## src/rtl/i2s_pkg.sv

```systemverilog
// Shared types and frame-timing constants for the I2S receive path.
package i2s_pkg;

  typedef enum logic [1:0] {
    IDLE,
    DISCARD,
    RUN
  } rx_state_t;

  localparam int unsigned    CNT_W     = 10;
  localparam logic [3:0]     SHIFT_PH  = 4'hA;
  localparam logic [CNT_W-1:0] LFT_DONE  = 10'h10A;
  localparam logic [CNT_W-1:0] RGHT_DONE = 10'h30A;
  localparam logic [CNT_W-1:0] FRAME_END = 10'h3FF;

endpackage

```

## src/rtl/i2s_clk_gen.sv

```systemverilog
// Free-running frame counter, registered codec clocks and per-frame timing strobes.
module i2s_clk_gen
  import i2s_pkg::*;
(
  input  logic       clk,
  input  logic       rst_n,
  output logic       mclk_o,
  output logic       sclk_o,
  output logic       lrclk_o,
  output logic       shift_stb_o,
  output logic [4:0] slot_o,
  output logic       lft_done_o,
  output logic       rght_done_o,
  output logic       frame_end_o
);

  logic [CNT_W-1:0] cnt_q, cnt_d;
  logic             mclk_q, sclk_q, lrclk_q;

  // Counter wraps 0x3FF -> 0x000 through natural overflow.
  always_comb begin
    cnt_d = cnt_q + 1'b1;
  end

  // Clocks are flopped from the next count so they track cnt_q exactly, glitch-free.
  always_ff @(posedge clk or negedge rst_n) begin
    if (!rst_n) begin
      cnt_q   <= '0;
      mclk_q  <= 1'b0;
      sclk_q  <= 1'b0;
      lrclk_q <= 1'b0;
    end else begin
      cnt_q   <= cnt_d;
      mclk_q  <= cnt_d[1];
      sclk_q  <= cnt_d[3];
      lrclk_q <= cnt_d[9];
    end
  end

  assign mclk_o      = mclk_q;
  assign sclk_o      = sclk_q;
  assign lrclk_o     = lrclk_q;
  assign slot_o      = cnt_q[8:4];
  // Two clks after SCLK rises, so the synchronized bit is settled.
  assign shift_stb_o = (cnt_q[3:0] == SHIFT_PH);
  assign lft_done_o  = (cnt_q == LFT_DONE);
  assign rght_done_o = (cnt_q == RGHT_DONE);
  assign frame_end_o = (cnt_q == FRAME_END);

endmodule

```

## src/rtl/i2s_codec_rx.sv

```systemverilog
// I2S master receiver: deserializes the codec ADC stream into truncated stereo samples.
module i2s_codec_rx
  import i2s_pkg::*;
#(
  parameter int unsigned DATA_BITS = 24,
  parameter int unsigned OUT_W     = 16
) (
  input  logic             clk,
  input  logic             rst_n,
  input  logic             I2S_data,
  output logic             I2S_mclk,
  output logic             I2S_sclk,
  output logic             I2S_lrclk,
  output logic [OUT_W-1:0] lft_smpl,
  output logic [OUT_W-1:0] rght_smpl,
  output logic             vld
);

  if (DATA_BITS < OUT_W || DATA_BITS > 31) begin : g_bad_data_bits
    $error("DATA_BITS must lie between OUT_W and 31");
  end

  // Slots past this one carry the low-order bits that are dropped (truncation).
  localparam logic [4:0] LAST_SLOT = 5'(OUT_W);

  logic       shift_stb, lft_done, rght_done, frame_end;
  logic [4:0] slot;

  i2s_clk_gen u_clk_gen (
    .clk         (clk),
    .rst_n       (rst_n),
    .mclk_o      (I2S_mclk),
    .sclk_o      (I2S_sclk),
    .lrclk_o     (I2S_lrclk),
    .shift_stb_o (shift_stb),
    .slot_o      (slot),
    .lft_done_o  (lft_done),
    .rght_done_o (rght_done),
    .frame_end_o (frame_end)
  );

  logic             sync1_q, sync2_q;
  logic [OUT_W-1:0] shift_q, shift_d;
  logic [OUT_W-1:0] lft_hold_q, lft_hold_d;
  logic [OUT_W-1:0] lft_smpl_q, lft_smpl_d;
  logic [OUT_W-1:0] rght_smpl_q, rght_smpl_d;
  logic             vld_q, vld_d;
  rx_state_t        state_q, state_d;

  // Shift, capture and output next-state; done strobes use the shift result of the same cycle.
  always_comb begin
    shift_d     = shift_q;
    lft_hold_d  = lft_hold_q;
    lft_smpl_d  = lft_smpl_q;
    rght_smpl_d = rght_smpl_q;
    vld_d       = 1'b0;
    // Slot 0 is the I2S one-bit delay and never shifts in.
    if (shift_stb && (slot != 5'd0) && (slot <= LAST_SLOT)) begin
      shift_d = {shift_q[OUT_W-2:0], sync2_q};
    end
    if (lft_done) begin
      lft_hold_d = shift_d;
    end
    if (rght_done && (state_q == RUN)) begin
      lft_smpl_d  = lft_hold_q;
      rght_smpl_d = shift_d;
      vld_d       = 1'b1;
    end
  end

  // Startup sequencing: one idle cycle, then drop the first possibly misaligned frame.
  always_comb begin
    state_d = state_q;
    unique case (state_q)
      IDLE:    state_d = DISCARD;
      DISCARD: if (frame_end) state_d = RUN;
      RUN:     state_d = RUN;
      default: state_d = IDLE;
    endcase
  end

  // All datapath, synchronizer and FSM state.
  always_ff @(posedge clk or negedge rst_n) begin
    if (!rst_n) begin
      sync1_q     <= 1'b0;
      sync2_q     <= 1'b0;
      shift_q     <= '0;
      lft_hold_q  <= '0;
      lft_smpl_q  <= '0;
      rght_smpl_q <= '0;
      vld_q       <= 1'b0;
      state_q     <= IDLE;
    end else begin
      sync1_q     <= I2S_data;
      sync2_q     <= sync1_q;
      shift_q     <= shift_d;
      lft_hold_q  <= lft_hold_d;
      lft_smpl_q  <= lft_smpl_d;
      rght_smpl_q <= rght_smpl_d;
      vld_q       <= vld_d;
      state_q     <= state_d;
    end
  end

  assign lft_smpl  = lft_smpl_q;
  assign rght_smpl = rght_smpl_q;
  assign vld       = vld_q;

endmodule
```

## config.mk

```make
export PLATFORM = sky130hd
export DESIGN_NAME = i2s_codec_rx
export DESIGN_NICKNAME = d
export VERILOG_FILES = /design/src/rtl/i2s_pkg.sv /design/src/rtl/i2s_clk_gen.sv /design/src/rtl/i2s_codec_rx.sv
export SDC_FILE = /design/constraint.sdc
export NUM_CORES = 1
export LEC_CHECK = 0
export BUFFER_PORTS_ARGS = -buffer_cell sky130_fd_sc_hd__buf_2
export CORE_UTILIZATION = 57
export CTS_CLUSTER_DIAMETER = 60
export DETAILED_ROUTE_END_ITERATION = 12
export GPL_TIMING_DRIVEN = 0
export PLACE_DENSITY = 0.8
export SYNTH_ARGS = -nofsm -noshare
export SYNTH_HDL_FRONTEND = slang
export SYNTH_SLANG_ARGS = --single-unit
```

## constraint.sdc

```tcl
create_clock -name clk -period 2.4 [get_ports clk]
set_input_delay 0.12 -clock clk [delete_from_list [all_inputs] [get_ports clk]]
set_output_delay 0.12 -clock clk [all_outputs]
set_load 0.03 [all_outputs]
```

# Word level (Yosys, flattened, before mapping)
# Cells that the tools add are included.
[totals]
regBits = 82
in_bits = 3
wordCells = 30
[op_classes]
add_sub_neg = 1
n_lt_le_gt_ge = 1
eq_ne = 7
n_mux = 4
reduce_logical = 5
[op_table]
columns = ["operator", "n"]
rows = [
  ["$eq A10 B10 Y1 const B", 2],
  ["$mux W16", 1],
  ["$add A10 B1 Y10 const B", 1],
  ["$eq A10 B9 Y1 const B", 1],
  ["$pmux W2 S3", 1],
  ["$le A5 B5 Y1 const B", 1],
  ["$reduce_bool A5 Y1", 1],
  ["$eq A4 B4 Y1 const B", 1],
  ["$logic_and A1 B1 Y1", 3],
  ["$eq A2 B1 Y1 const B", 1],
  ["$eq A2 B2 Y1 const B", 1],
  ["$logic_not A2 Y1", 1],
  ["$mux W2", 1],
  ["$ne A2 B2 Y1 const B", 1],
  ["$mux W1", 1],
]

# Logic depth before layout (Yosys ltp)
# Gate-level depths: netlist (run 1).
[depth]
word_depth = 4
mapped_depth = 6
depth_no_buf = 5

# Cells and area by module
# From an unflattened synthesis (run 1), not the netlist that was laid out.
[hier_totals]
cells_unflattened = 252
area_unflattened_um2 = 3065.4
[modules_own_cells]
columns = ["mod", "instances", "cells_each", "area_each_um2", "seq_area_each_um2"]
rows = [
  ["i2s_codec_rx", 1, 206, 2572.5, 1726.7],
  ["i2s_clk_gen", 1, 46, 493.0, 250.2],
]

# Worst setup path after synthesis (run 1)
# Ideal clock, no wire load.
[synth_path]
kind = "reg-to-reg"
from = "reg u_clk_gen.cnt_q[1]"
to = "reg shift_q[10]"
setup_ns = 0.125
t_arrival_ns = 2.061
t_required_ns = 2.275
slack_ns = 0.215
path_stages_with_launch = 6
n_path_buf = 1
period_less_slack_ns = 2.185
cell_sequence = "dfrtp_1 > ha_1 > or4bb_1 > mux2i_4 > buf_6 > mux2_2"
[synth_via]
elab_chain_cells = 4
[synth_rtl]
columns = ["item", "line", "text"]
rows = [
  ["start: declaration", "i2s_clk_gen.sv:17", "logic [CNT_W-1:0] cnt_q, cnt_d;"],
  ["start signal: assignment", "i2s_clk_gen.sv:33", "cnt_q <= cnt_d;"],
  ["$eq A4 B4 Y1", "i2s_clk_gen.sv:45", "assign shift_stb_o = (cnt_q[3:0] == SHIFT_PH);"],
  ["$logic_and A1 B1 Y1 (2 in a row)", "i2s_codec_rx.sv:58", "if (shift_stb && (slot != 5'd0) && (slot <= LAST_SLOT)) begin"],
  ["$mux W16", "i2s_codec_rx.sv:58", ""],
  ["named net shift_d[10]", "i2s_codec_rx.sv:43", "logic [OUT_W-1:0] shift_q, shift_d;"],
  ["end signal: assignment", "i2s_codec_rx.sv:96", "shift_q <= shift_d;"],
  ["end: declaration", "i2s_codec_rx.sv:43", ""],
]
# The timed path passes the listed nets, and every way through them passes these cells.
# A chain may end at the register's enable or synchronous reset.

# Worst setup path in the final report (run 1)
[layout_path]
from = "reg u_clk_gen.cnt_q[5]"
to = "reg lft_hold_q[8]"
[layout_via]
elab_chain_cells = 4
[layout_rtl]
columns = ["item", "line", "text"]
rows = [
  ["branches (longest 4 deep; another with $le A5 B5 Y1)", "--", ""],
  ["end signal: assignment", "i2s_codec_rx.sv:97", "lft_hold_q <= lft_hold_d;"],
  ["end: declaration", "i2s_codec_rx.sv:44", "logic [OUT_W-1:0] lft_hold_q, lft_hold_d;"],
]
# Parallel ways; which one is timed is not known.

==> metrics.md, run 1 <==
| Metric | Value |
|---|---|
| Status | `completed` |
| Peak Freq | `450 MHz` |
| Tcrit/Tclk final | `0.926` |
| Boundary Pins | `39` |
| Sw Ratio | `0.213` |
| Skew final | `0.00839 ns` |
| Yosys Warn Count | `0` |
| Initial antenna violation count | `0` |
| Gp weighted congestion | `0.795` |
| CTS sink count | `78` |
| Critical Path Slowest Stage Cell | `or4_4` |
| Fin. Hold Viols | `0` |
| Unrepaired setup endpoints after global routing | `false` |
| # Post-CTS Setup Buffers | `0` |
| Row cnt | `27` |
| Top-area cell type share of the netlist area | `0.604` |
| HP Class | `input port to async pin` |
| Worst slew margin | `0.616` |
| CP delay by family, top | `simple AND/OR/NAND/NOR gates` |
| Die width | `roughly 77 um` |
| DRC | `0` |
| Die Y | `77.3 um` |
| Vias | `1825` |
| IO Port Bufs | `38` |
| Met1 Wirelength | `2660 um` |
| Switch Pwr | `497 uW` |
| GRT Resource Usage Total | `0.205` |
| Core area | `approximately 0.0055 sq mm` |
| Post-layout minimum cycle time | `between 2 and 2.5 ns` |
| Area contributors post-synth | `dfrtp_1, mux2_2, mux2i_1, mux2_4, mux2_1` |
| Met2 wire length | `2560 um` |
| Worst path bufs/invs | `2` |
| Initial core utilization | `0.591` |
| Critical path launch point type | `flip-flop` |
| Post-DP Area | `0.00354 sq mm` |
| Clock root cell | `clkbuf_8` |
| Die ar. | `0.00598 sq mm` |
| Crit Path Max Fanout | `10` |
| Highest routing layer actually used | `met4` |
| Fraction of registers with async set/reset | `1.00` |
| Post-CTS sizing | `0` |
| Yosys cell types | `27` |
| First-pass GRT wire length | `just over 9000 um` |
| Internal Power | `around 1800 uW` |
| Cell area after layout | `0.00376 sq mm` |
| Nets@finish | `285` |
| Lkg Pwr | `0.00189 uW` |
| Routed Antenna Nets | `0` |
| Vias/cell | `5.16` |
| Number of max-cap violations | `0` |
| Worst EP arrival | `2.45 ns` |
| Final Max Tran Viols | `0` |
| Post-synth top area cell | `dfrtp_1` |
| Wire length on met3 | `166 um` |
| Post-synth EDFFs | `0` |
| CTS Buf Count | `9` |
| Final Util | `0.687` |
| Vias in the first global route | `1867` |
| Cts hold-fix bufs | `2` |
| Post-synthesis cell area | `0.00323 sq mm` |
| Remaining Overflow, GRT | `0` |
| Top_reg_cell synth | `dfrtp_1` |
| Syn nets | `between 200 and 250` |
| Largest net degree at the start of global routing | `59` |
| Critical path class | `flip-flop to flip-flop` |
| Worst-Skew Late Latency | `0.34 ns` |
| Worst path cell trace | `or4_4, buf_6, nor4_4, buf_8, mux2_4` |
| Measured slew at the worst slew-check pin | `around 0.57 ns` |
| H-tree depth | `3` |
| Layout cells sized above 1 | `0.358` |
| Final WL | `5470 um` |
| Wire per inst | `approximately 15 um` |
| Most common cell in the synthesized netlist | `dfrtp_1` |
| # setup viols final | `0` |
| Worst path max stage delay | `0.55 ns` |
| WP data required | `2.63 ns` |
| Setup TNS | `0 ns` |
| Clock tree buffer depth | `2` |
| Seq/Total Area, Yosys | `0.604` |
| Syn-to-layout area delta | `16.4%` |
| Fillcell total | `405` |
| Commonest cells in the netlist | `dfrtp_1, mux2_2, inv_1` |
| Crit path capture type | `flip-flop` |
| Antenna cell count | `0` |
| Power share of the clock group | `0.420` |
| 1st-iter DRT viols | `between 90 and 100` |
| Combinational power share | `0.015` |
| Avg Inst Size Synth | `14.4 sq um` |
| Hpwl dp | `around 3600 um` |
| FF+latch count, synth | `78` |
| Reg power frac | `0.565` |
| Clock transition at path regs | `~0.080 ns` |
| Initial DRT Pass Iterations | `4` |
| Cell Pwr Density | `621 mW/mm^2` |
| Peak VDD IR | `0.434 mV` |
| Post-Synthesis Cells | `approximately 230` |
| CTS tree | `yes` |
==> routing by layer <==
layer / vias up / global-route usage
met5: - / 0
met2: 37 / 0.303
met3: 9 / 0.0381
li1: 859 / -
met4: 0 / 0.0906
met1: 920 / 0.297
==> final timing paths <==
kind                                        endpoint                          from  slack (ns)  cells past startpoint
setup / recovery           lft_hold_q[8]$_DFFE_PN0N_  u_clk_gen.cnt_q[5]$_DFF_PN0_        0.18                      5
hold / removal              lft_smpl[12]$_DFFE_PN0P_                         rst_n        0.20                      2
setup reg to reg           lft_hold_q[8]$_DFFE_PN0N_  u_clk_gen.cnt_q[5]$_DFF_PN0_        0.18                      5
hold reg to reg                    sync2_q$_DFF_PN0_             sync1_q$_DFF_PN0_        0.37                      0
max in group asynchronous   rght_smpl[1]$_DFFE_PN0P_                         rst_n        1.63                      3
min in group clk                   sync2_q$_DFF_PN0_             sync1_q$_DFF_PN0_        0.37                      0
==> cell families after synthesis <==
logic type	Yosys count	share of synthesized area
fa+ha+maj	5	0.0194
buf+inv	31	0.0476
compound gates	1	0.00232
xor+xnor	8	0.0217
mux	66	0.239
simple gates	36	0.0662
flops	78	0.604
==> registers in the layout, summed over array words and instances (netlist names) <==
| signal | cells |
|---|---|
| rght_smpl | 16 |
| lft_hold_q | 16 |
| u_clk_gen.cnt_q | 10 |
| vld | 1 |
| lft_smpl | 16 |
| sync2_q | 1 |
| shift_q | 15 |
| state_q | 2 |
| sync1_q | 1 |
==> power groups by stage <==
stage / sequential (uW) / clock (uW) / combinational (uW)
floorplan: 1340 / 0 / 1.53
global placement: 1340 / 0 / 28.5
detailed placement: 1350 / 0 / 35.3
CTS: 1320 / 1000 / 37.8
global route: 1320 / 1070 / 42.4
finish: 1320 / 980 / 35.9
==> per-stage QoR <==
step / cells / power, uW / setup WS (ns) / hold WS, ns
after CTS: 354 / 2360 / 0.134 / 0.195
final: 354 / 2330 / 0.178 / 0.202
after global routing: 354 / 2430 / 0.0856 / 0.210
after detailed placement: 336 / 1380 / 0.144 / 0.0350
after floorplan: 225 / 1350 / 0.215 / -0.176
after global placement: 335 / 1370 / 0.145 / 0.228
==> layout make-up <==
cell class / count / area (sq um) / area share
multi-input cells: 116 / 1130 / 0.299
repair buffers: 41 / 240 / 0.0639
inverters: 21 / 78.8 / 0.0210
flip-flops and latches: 78 / 1950 / 0.519
clock inverters: 5 / 57.6 / 0.0153
plain buffers: 10 / 75.1 / 0.0200
clock buffers: 11 / 141 / 0.0376
well taps: 72 / 90.1 / 0.0240
==> cell usage in the layout, fill, tap and decap left out, drive strengths merged <==
| master | count |
|---|---|
| clkbuf | 15 |
| mux2 | 49 |
| nand4 | 3 |
| clkinv | 3 |
| ha | 5 |
| o31ai | 1 |
| and3 | 2 |
| nor2 | 1 |
| nor3 | 1 |
| xor2 | 1 |
| bufinv | 1 |
| or4bb | 1 |
| nand3 | 5 |
| buf | 45 |
| mux2i | 17 |
| and4 | 1 |
| nor4 | 1 |
| xnor2 | 7 |
| or4 | 1 |
| nand2 | 18 |
| dfrtp | 78 |
| inv | 22 |
| nand4b | 1 |
| dlygate4sd3 | 2 |
| nand3b | 1 |
No activity file was read; power rests on OpenSTA's default activity.
==> run 2, diff against run 1 <==
CORE_UTILIZATION = 56   (was 57)
CTS_CLUSTER_DIAMETER = not set   (was 60)
GPL_ROUTABILITY_DRIVEN = 0   (was not set)
SYNTH_HIERARCHICAL = 1   (was not set)
==> run 2 against run 1 <==
Worst hold slack improved by 0.063 ns. Sequential share of layout area rose by 2.4 points. Core utilization rose by 1.2 points. Synthesized cell count rose by 12%. Total power rose by 3.3%. Via count rose by 7.7%. Largest power group unchanged.
==> metrics.md, run 2 <==
| Metric | Value |
|---|---|
| Status | `completed (unchanged)` |
| Die width | `76.0 um (was 77.3 um)` |
| FF+latch count, synth | `79 (was 78)` |
| Die ar. | `0.00577 sq mm (was 0.00598 sq mm)` |
| R2R setup slack | `0.20 ns (was 0.18 ns)` |
| H-tree depth | `3 (unchanged)` |
| Layout Cells excl Fill | `382 (was 354)` |
| CP delay by family, top | `multiplexers (was simple AND/OR/NAND/NOR gates)` |
| Row cnt | `26 (was 27)` |
| First-pass GRT wire length | `9340 um (was 9230 um)` |
| HP Class | `input port to async pin (unchanged)` |
| Most common cell in the synthesized netlist | `dfrtp_1 (unchanged)` |
| Yosys Warn Count | `6 (was 0)` |
| Measured slew at the worst slew-check pin | `0.594 ns (was 0.572 ns)` |
| Clock tree buffer depth | `2 (unchanged)` |
| Crit path capture type | `flip-flop (unchanged)` |
| Largest net degree at the start of global routing | `43 (was 59)` |
| 1st-iter DRT viols | `169 (was 92)` |
| Nets@finish | `315 (was 285)` |
| Clock transition at path regs | `0.08 ns (about the same)` |
| Wire per inst | `14.5 um (was 15.4 um)` |
| Most frequent cells in the layout | `dfrtp_1, buf_2, nor2_1 (was dfrtp_1, buf_2, mux2_2)` |
| Post-Synthesis Cells | `252 (was 225)` |
| Syn-to-layout area delta | `18.8% (was 16.4%)` |
| Seq/Total Area, Yosys | `0.645 (was 0.604)` |
| Most common cell after layout, fill and taps aside | `dfrtp_1 (unchanged)` |
| Syn nets | `260 (was 233)` |
| Yosys cell types | `26 (was 27)` |
| Critical path launch point type | `flip-flop (unchanged)` |
| Crit Path Max Fanout | `10 (unchanged)` |
| Post-layout minimum cycle time | `2.20 ns (was 2.22 ns)` |
| Clock root cell | `clkbuf_8 (unchanged)` |
| Vias/cell | `5.14 (was 5.16)` |
| CTS tree | `yes (unchanged)` |
| Number of max-cap violations | `0 (unchanged)` |
| Top-area cell type share of the netlist area | `0.645 (was 0.604)` |
| Initial core utilization | `0.589 (was 0.591)` |
| Initial DRT Pass Iterations | `4 (unchanged)` |
| Critical Path Slowest Stage Cell | `dfrtp_1 (was or4_4)` |
| Worst-Skew Late Latency | `0.36 ns (was 0.34 ns)` |
| DRC | `0 (unchanged)` |
| Setup TNS | `0 ns (unchanged)` |
| Commonest cells in the netlist | `dfrtp_1, nor2_1, a21oi_1 (was dfrtp_1, mux2_2, inv_1)` |
| Peak Freq | `455 MHz (was 450 MHz)` |
| WP data required | `2.61 ns (was 2.63 ns)` |
| FF-to-FF path depth | `6 (was 5)` |
| Avg Inst Size Synth | `12.2 sq um (was 14.4 sq um)` |
| IO Port Bufs | `38 (unchanged)` |
| # setup viols final | `0 (unchanged)` |
| Post-synth top area cell | `dfrtp_1 (unchanged)` |
| Remaining Overflow, GRT | `0 (unchanged)` |
| Lkg Pwr | `0.00198 uW (was 0.00189 uW)` |
| Boundary Pins | `39 (unchanged)` |
| Worst path max stage delay | `0.46 ns (was 0.55 ns)` |
| Routed Antenna Nets | `0 (unchanged)` |
| Post-synthesis cell area | `0.00307 sq mm (was 0.00323 sq mm)` |
| Unrepaired setup endpoints after global routing | `false (unchanged)` |
| Area contributors post-synth | `dfrtp_1, mux2_2, a21oi_1, mux2i_1, nor2_1 (was dfrtp_1, mux2_2, mux2i_1, mux2_4, mux2_1)` |
| GRT Resource Usage Total | `0.214 (was 0.205)` |
| Vias | `1965 (was 1825)` |
| Placed cells | `361 (was 336)` |
| Hpwl dp | `3600 um (was 3590 um)` |
| Post-synth EDFFs | `0 (unchanged)` |
| Layout cells sized above 1 | `0.279 (was 0.358)` |
| Worst EP arrival | `2.40 ns (was 2.45 ns)` |
| Tcrit/Tclk final | `0.916 (was 0.926)` |
| CTS Buf Count | `9 (unchanged)` |
| Critical path class | `flip-flop to flip-flop (unchanged)` |
| Reg2Reg Capture Point | `lft_hold_q[6]$_DFFE_PN0P_ (was lft_hold_q[8]$_DFFE_PN0N_)` |
| Peak VDD IR | `0.423 mV (was 0.434 mV)` |
| Fin. Hold Viols | `0 (unchanged)` |
| Final WL | `5520 um (was 5470 um)` |
| CTS sink count | `79 (was 78)` |
| Die Y | `76.0 um (was 77.3 um)` |
| Vias in the first global route | `1931 (was 1867)` |
| Worst path cell trace | `buf_4, nor4_4, mux2i_4, buf_6, mux2i_1, a21oi_1 (was or4_4, buf_6, nor4_4, buf_8, mux2_4)` |
| Final Max Tran Viols | `0 (unchanged)` |
| Fraction of registers with async set/reset | `1.00 (unchanged)` |
| Top_reg_cell synth | `dfrtp_1 (unchanged)` |
| Core area | `0.00520 sq mm (was 0.00547 sq mm)` |
| Antenna cell count | `0 (unchanged)` |
| Skew final | `0.0100 ns (was 0.00839 ns)` |
| Worst slew margin | `0.604 (was 0.616)` |
| R2r startpoint | `u_clk_gen/cnt_q[5]$_DFF_PN0_ (was u_clk_gen.cnt_q[5]$_DFF_PN0_)` |
| Initial antenna violation count | `0 (unchanged)` |
| Cell Pwr Density | `663 mW/mm^2 (was 621 mW/mm^2)` |
| Worst path bufs/invs | `2 (unchanged)` |
==> run 2: cell types whose count changed after synthesis, sizes merged, moves of 2 or more <==
| cell | delta |
|---|---|
| a21oi | +32 |
| and3 | -2 |
| buf | +2 |
| clkbuf | +3 |
| mux2 | -33 |
| nand2 | -12 |
| nand2b | +2 |
| nor2 | +34 |
| o21ai | +2 |
| xnor2 | -2 |
| xor2 | +2 |
==> run 2: timing repair <==
action	in CTS	in global routing
hold endpoints to repair	38	0
setup buffers	0	4
setup endpoints to repair	11	21
hold buffers	2	0
gates resized for setup	2	1
==> run 2: worst max-delay path by stage <==
stage | endpoint | start | slack (ns) | cells past startpoint
4_1_cts | lft_smpl[3]$_DFFE_PN0P_ | u_clk_gen/cnt_q[0]$_DFF_PN0_ | 0.09 | 9
6_report | lft_hold_q[6]$_DFFE_PN0P_ | u_clk_gen/cnt_q[5]$_DFF_PN0_ | 0.20 | 6
3_5_place_dp | rght_smpl[10]$_DFFE_PN0P_ | u_clk_gen/cnt_q[0]$_DFF_PN0_ | -0.12 | 10
3_3_place_gp | rght_smpl[10]$_DFFE_PN0P_ | u_clk_gen/cnt_q[0]$_DFF_PN0_ | -0.05 | 10
2_1_floorplan | rght_smpl[10]$_DFFE_PN0P_ | u_clk_gen/cnt_q[1]$_DFF_PN0_ | 0.23 | 9
5_1_grt | lft_smpl[14]$_DFFE_PN0P_ | u_clk_gen/cnt_q[0]$_DFF_PN0_ | 0.05 | 9
==> run 2: cells by family after synthesis <==
family                     Yosys count  synth area share
xor gates and xnor gates             8            0.0229
adders and majority gates            5            0.0204
muxes                               33             0.116
AOI/OAI and AO/OA                   34            0.0555
DFF                                 79             0.645
and+or+nand+nor                     57            0.0882
buffers and inverters               36            0.0527
==> run 2: where the power goes <==
group          switching [uW]  internal (uW)
logic                    27.5           7.98
clock network             475            567
registers                1.29           1330
total                     504           1910
==> run 2: layout make-up <==
cell class              count  area, sq um
fillers                   391         1560
well taps                  70         87.6
multi-input cells         137          936
repair buffers             45          263
clock buffers              12          165
inverters                  21         78.8
flip-flops and latches     79         1980
plain buffers              14         81.3
clock inverters             4         52.6
==> run 2: layer usage <==
layer | global-route usage | part of all wire
met1 | 0.293 | 0.47
met2 | 0.332 | 0.48
met4 | 0.0923 | 0.020
met5 | 0 | 0
met3 | 0.0503 | 0.030
==> run 2: worst register-to-register path, delay by kind of cell (launching register included) <==
family          cells  cell delay (ns)
mux                 2             0.73
simple gates        1             0.32
flops               1             0.46
buf+inv             2             0.41
compound gates      1             0.14
==> run 2: through the flow <==
stage / instance area, sq um / hold slack [ns] / utilization / setup slack [ns] / power [uW]
3_5_place_dp: 3370 / 0.114 / 0.647 / -0.117 / 1400
2_1_floorplan: 3070 / -0.176 / - / 0.233 / 1360
5_1_grt: 3640 / 0.296 / 0.700 / 0.0502 / 2490
4_1_cts: 3610 / 0.272 / 0.694 / 0.0880 / 2430
6_report: 3640 / 0.265 / 0.700 / 0.202 / 2410
3_3_place_gp: 3340 / 0.232 / 0.642 / -0.0509 / 1390
==> run 3, diff against run 2 <==
BUFFER_PORTS_ARGS = -buffer_cell sky130_fd_sc_hd__buf_4   (was -buffer_cell sky130_fd_sc_hd__buf_2)
CORE_MARGIN = 2   (was not set)
==> run 3 against run 2 <==
Core utilization grew 2.0 points. Design area is 2.9% higher. Clock skew is 0.0032 ns lower. First-iteration DRC count decreased by 47%. Global-route usage down 0.74 points. Sequential share of layout area shrank 1.5 points. Routed wire length up 1.8%. Critical path type unchanged. Largest power group unchanged.
==> metrics.md, run 3 (same netlist as run 2, synthesis figures left out) <==
| Metric | Value |
|---|---|
| Status | `completed (unchanged)` |
| # setup viols final | `0 (unchanged)` |
| Initial DRT Pass Iterations | `4 (unchanged)` |
| Worst-Skew Late Latency | `0.35 ns (was 0.36 ns)` |
| Die Y | `78.0 um (was 76.0 um)` |
| Layout cells sized above 1 | `0.278 (was 0.279)` |
| Routed Antenna Nets | `0 (unchanged)` |
| Wire per inst | `14.7 um (was 14.5 um)` |
| HP Class | `flip-flop to flip-flop (was input port to async pin)` |
| Final WL | `5620 um (was 5520 um)` |
| Number of max-cap violations | `0 (unchanged)` |
| Most common cell after layout, fill and taps aside | `dfrtp_1 (unchanged)` |
| IO Port Bufs | `38 (unchanged)` |
| Critical path launch point type | `flip-flop (unchanged)` |
| Worst Setup SP | `u_clk_gen/cnt_q[5]$_DFF_PN0_ (unchanged)` |
| Boundary Pins | `39 (unchanged)` |
| Vias in the first global route | `1975 (was 1931)` |
| Skew final | `0.00685 ns (was 0.0100 ns)` |
| Peak VDD IR | `0.749 mV (was 0.423 mV)` |
| CTS tree | `yes (unchanged)` |
| Cell area after layout | `0.00374 sq mm (was 0.00364 sq mm)` |
| H-tree depth | `3 (unchanged)` |
| Lkg Pwr | `0.00198 uW (about the same)` |
| Final Max Tran Viols | `0 (unchanged)` |
| Hold_ws | `0.357 ns (was 0.265 ns)` |
| CTS sink count | `79 (unchanged)` |
| DRC | `0 (unchanged)` |
| Worst EP arrival | `2.37 ns (was 2.40 ns)` |
| Die width | `78.0 um (was 76.0 um)` |
| CTS Buf Count | `9 (unchanged)` |
| Antenna cell count | `0 (unchanged)` |
| Peak Freq | `464 MHz (was 455 MHz)` |
| Cell Pwr Density | `677 mW/mm^2 (was 663 mW/mm^2)` |
| Syn-to-layout area delta | `22.2% (was 18.8%)` |
| Die ar. | `0.00608 sq mm (was 0.00577 sq mm)` |
| R2r startpoint | `u_clk_gen/cnt_q[5]$_DFF_PN0_ (unchanged)` |
| Internal Power | `2030 uW (was 1910 uW)` |
| Remaining Overflow, GRT | `0 (unchanged)` |
| Unrepaired setup endpoints after global routing | `false (unchanged)` |
| Nets@finish | `316 (was 315)` |
| Measured slew at the worst slew-check pin | `0.953 ns (was 0.594 ns)` |
| Hpwl dp | `3690 um (was 3600 um)` |
| GRT Resource Usage Total | `0.207 (was 0.214)` |
| Power, Total | `2540 uW (was 2410 uW)` |
| First-pass GRT wire length | `9490 um (was 9340 um)` |
| Reg power frac | `0.526 (was 0.553)` |
| Crit Path Max Fanout | `10 (unchanged)` |
| Crit path capture type | `flip-flop (unchanged)` |
| Vias/cell | `5.13 (was 5.14)` |
| Switch Pwr | `508 uW (was 504 uW)` |
| WP data required | `2.61 ns (about the same)` |
| Largest net degree at the start of global routing | `80 (was 43)` |
| Fin. Hold Viols | `0 (unchanged)` |
| 1st-iter DRT viols | `89 (was 169)` |
| Vias | `1964 (was 1965)` |
| Initial antenna violation count | `0 (unchanged)` |
| Post-layout minimum cycle time | `2.16 ns (was 2.20 ns)` |
| Post-DP Area | `0.00344 sq mm (was 0.00337 sq mm)` |
| Clock transition at path regs | `0.08 ns (about the same)` |
| Most frequent cells in the layout | `dfrtp_1, buf_4, nor2_1 (was dfrtp_1, buf_2, nor2_1)` |
| Initial core utilization | `0.589 (unchanged)` |
| Critical path class | `flip-flop to flip-flop (unchanged)` |
| Clock tree buffer depth | `2 (unchanged)` |
| Sw Ratio | `0.200 (was 0.209)` |
| Tcrit/Tclk final | `0.898 (was 0.916)` |
| Power share of the clock group | `0.461 (was 0.432)` |
| Setup TNS | `0 ns (unchanged)` |
| Combinational power share | `0.012 (was 0.015)` |
| Row cnt | `26 (unchanged)` |
| Clock root cell | `clkbuf_8 (unchanged)` |
| Hold path start | `sync1_q$_DFF_PN0_` |
| Core area | `0.00520 sq mm (unchanged)` |
| Worst slew margin | `0.365 (was 0.604)` |
run 3: cell count changes in the layout (fill, tap and decap cells not counted):
cell	delta
buf_2	-37
clkinv_4	-1
buf_12	-1
clkbuf_1	+1
buf_4	+38
clkbuf_2	+1
bufinv_16	+2
clkinv_2	+1
clkbuf_8	-3
run 3: layer usage:
metal | wire length, um | vias up | global-route usage | share of wire
met3 | 209 | 10 | 0.0488 | 0.037
met2 | 2880 | 31 | 0.345 | 0.51
li1 | - | 936 | - | -
met1 | 2450 | 987 | 0.262 | 0.44
met5 | 0 | - | 0 | 0
met4 | 85 | 0 | 0.0842 | 0.015
run 3: through the flow:
step	utilization	setup WS, ns	instances
5_1_grt	0.719	0.0540	383
3_3_place_gp	0.661	-0.0670	360
4_1_cts	0.712	0.0706	378
3_5_place_dp	0.661	-0.131	360
2_1_floorplan	-	0.233	252
6_report	0.719	0.245	383
run 3: timing repair:
| action | 4_1_cts | 5_1_grt |
|---|---|---|
| setup buffers | 0 | 5 |
| cloned | 0 | 0 |
| hold endpoints to repair | 80 | 0 |
| gates resized for setup | 2 | 3 |
| setup endpoints to repair | 11 | 23 |
| hold buffers | 2 | 0 |
run 3: worst paths after layout:
path,endpoint,slack [ns],cells after the start
max,lft_hold_q[6]$_DFFE_PN0P_,0.24,6
min,sync2_q$_DFF_PN0_,0.36,0
max reg2reg,lft_hold_q[6]$_DFFE_PN0P_,0.24,6
min reg2reg,sync2_q$_DFF_PN0_,0.36,0
max in group asynchronous,shift_q[11]$_DFF_PN0_,1.33,2
min in group asynchronous,u_clk_gen/cnt_q[2]$_DFF_PN0_,0.46,2
run 3: area by class of cell:
type | instances | area (sq um)
Fill cell | 374 | 1460
Timing Repair Buffer | 45 | 343
Clock buffer | 10 | 128
Multi-Input combinational cell | 137 | 936
Clock inverter | 6 | 109
Buffer | 15 | 86.3
Tap cell | 70 | 87.6
Sequential cell | 79 | 1980
Inverter | 21 | 78.8
run 3: power groups by stage:
stage / clock, uW / combinational (uW) / sequential [uW]
after global placement: 0 / 30.4 / 1360
after CTS: 1180 / 33.9 / 1330
final: 1170 / 31.6 / 1330
after global routing: 1250 / 37.9 / 1330
after detailed placement: 0 / 31.0 / 1360
after floorplan: 0 / 2.17 / 1360
run 3: critical path: stages (launching register included):
cell	delay [ns]
dfrtp_1	0.45
buf_4	0.17
nor4_4	0.34
mux2i_4	0.38
buf_6	0.22
mux2i_1	0.33
a21oi_1	0.12
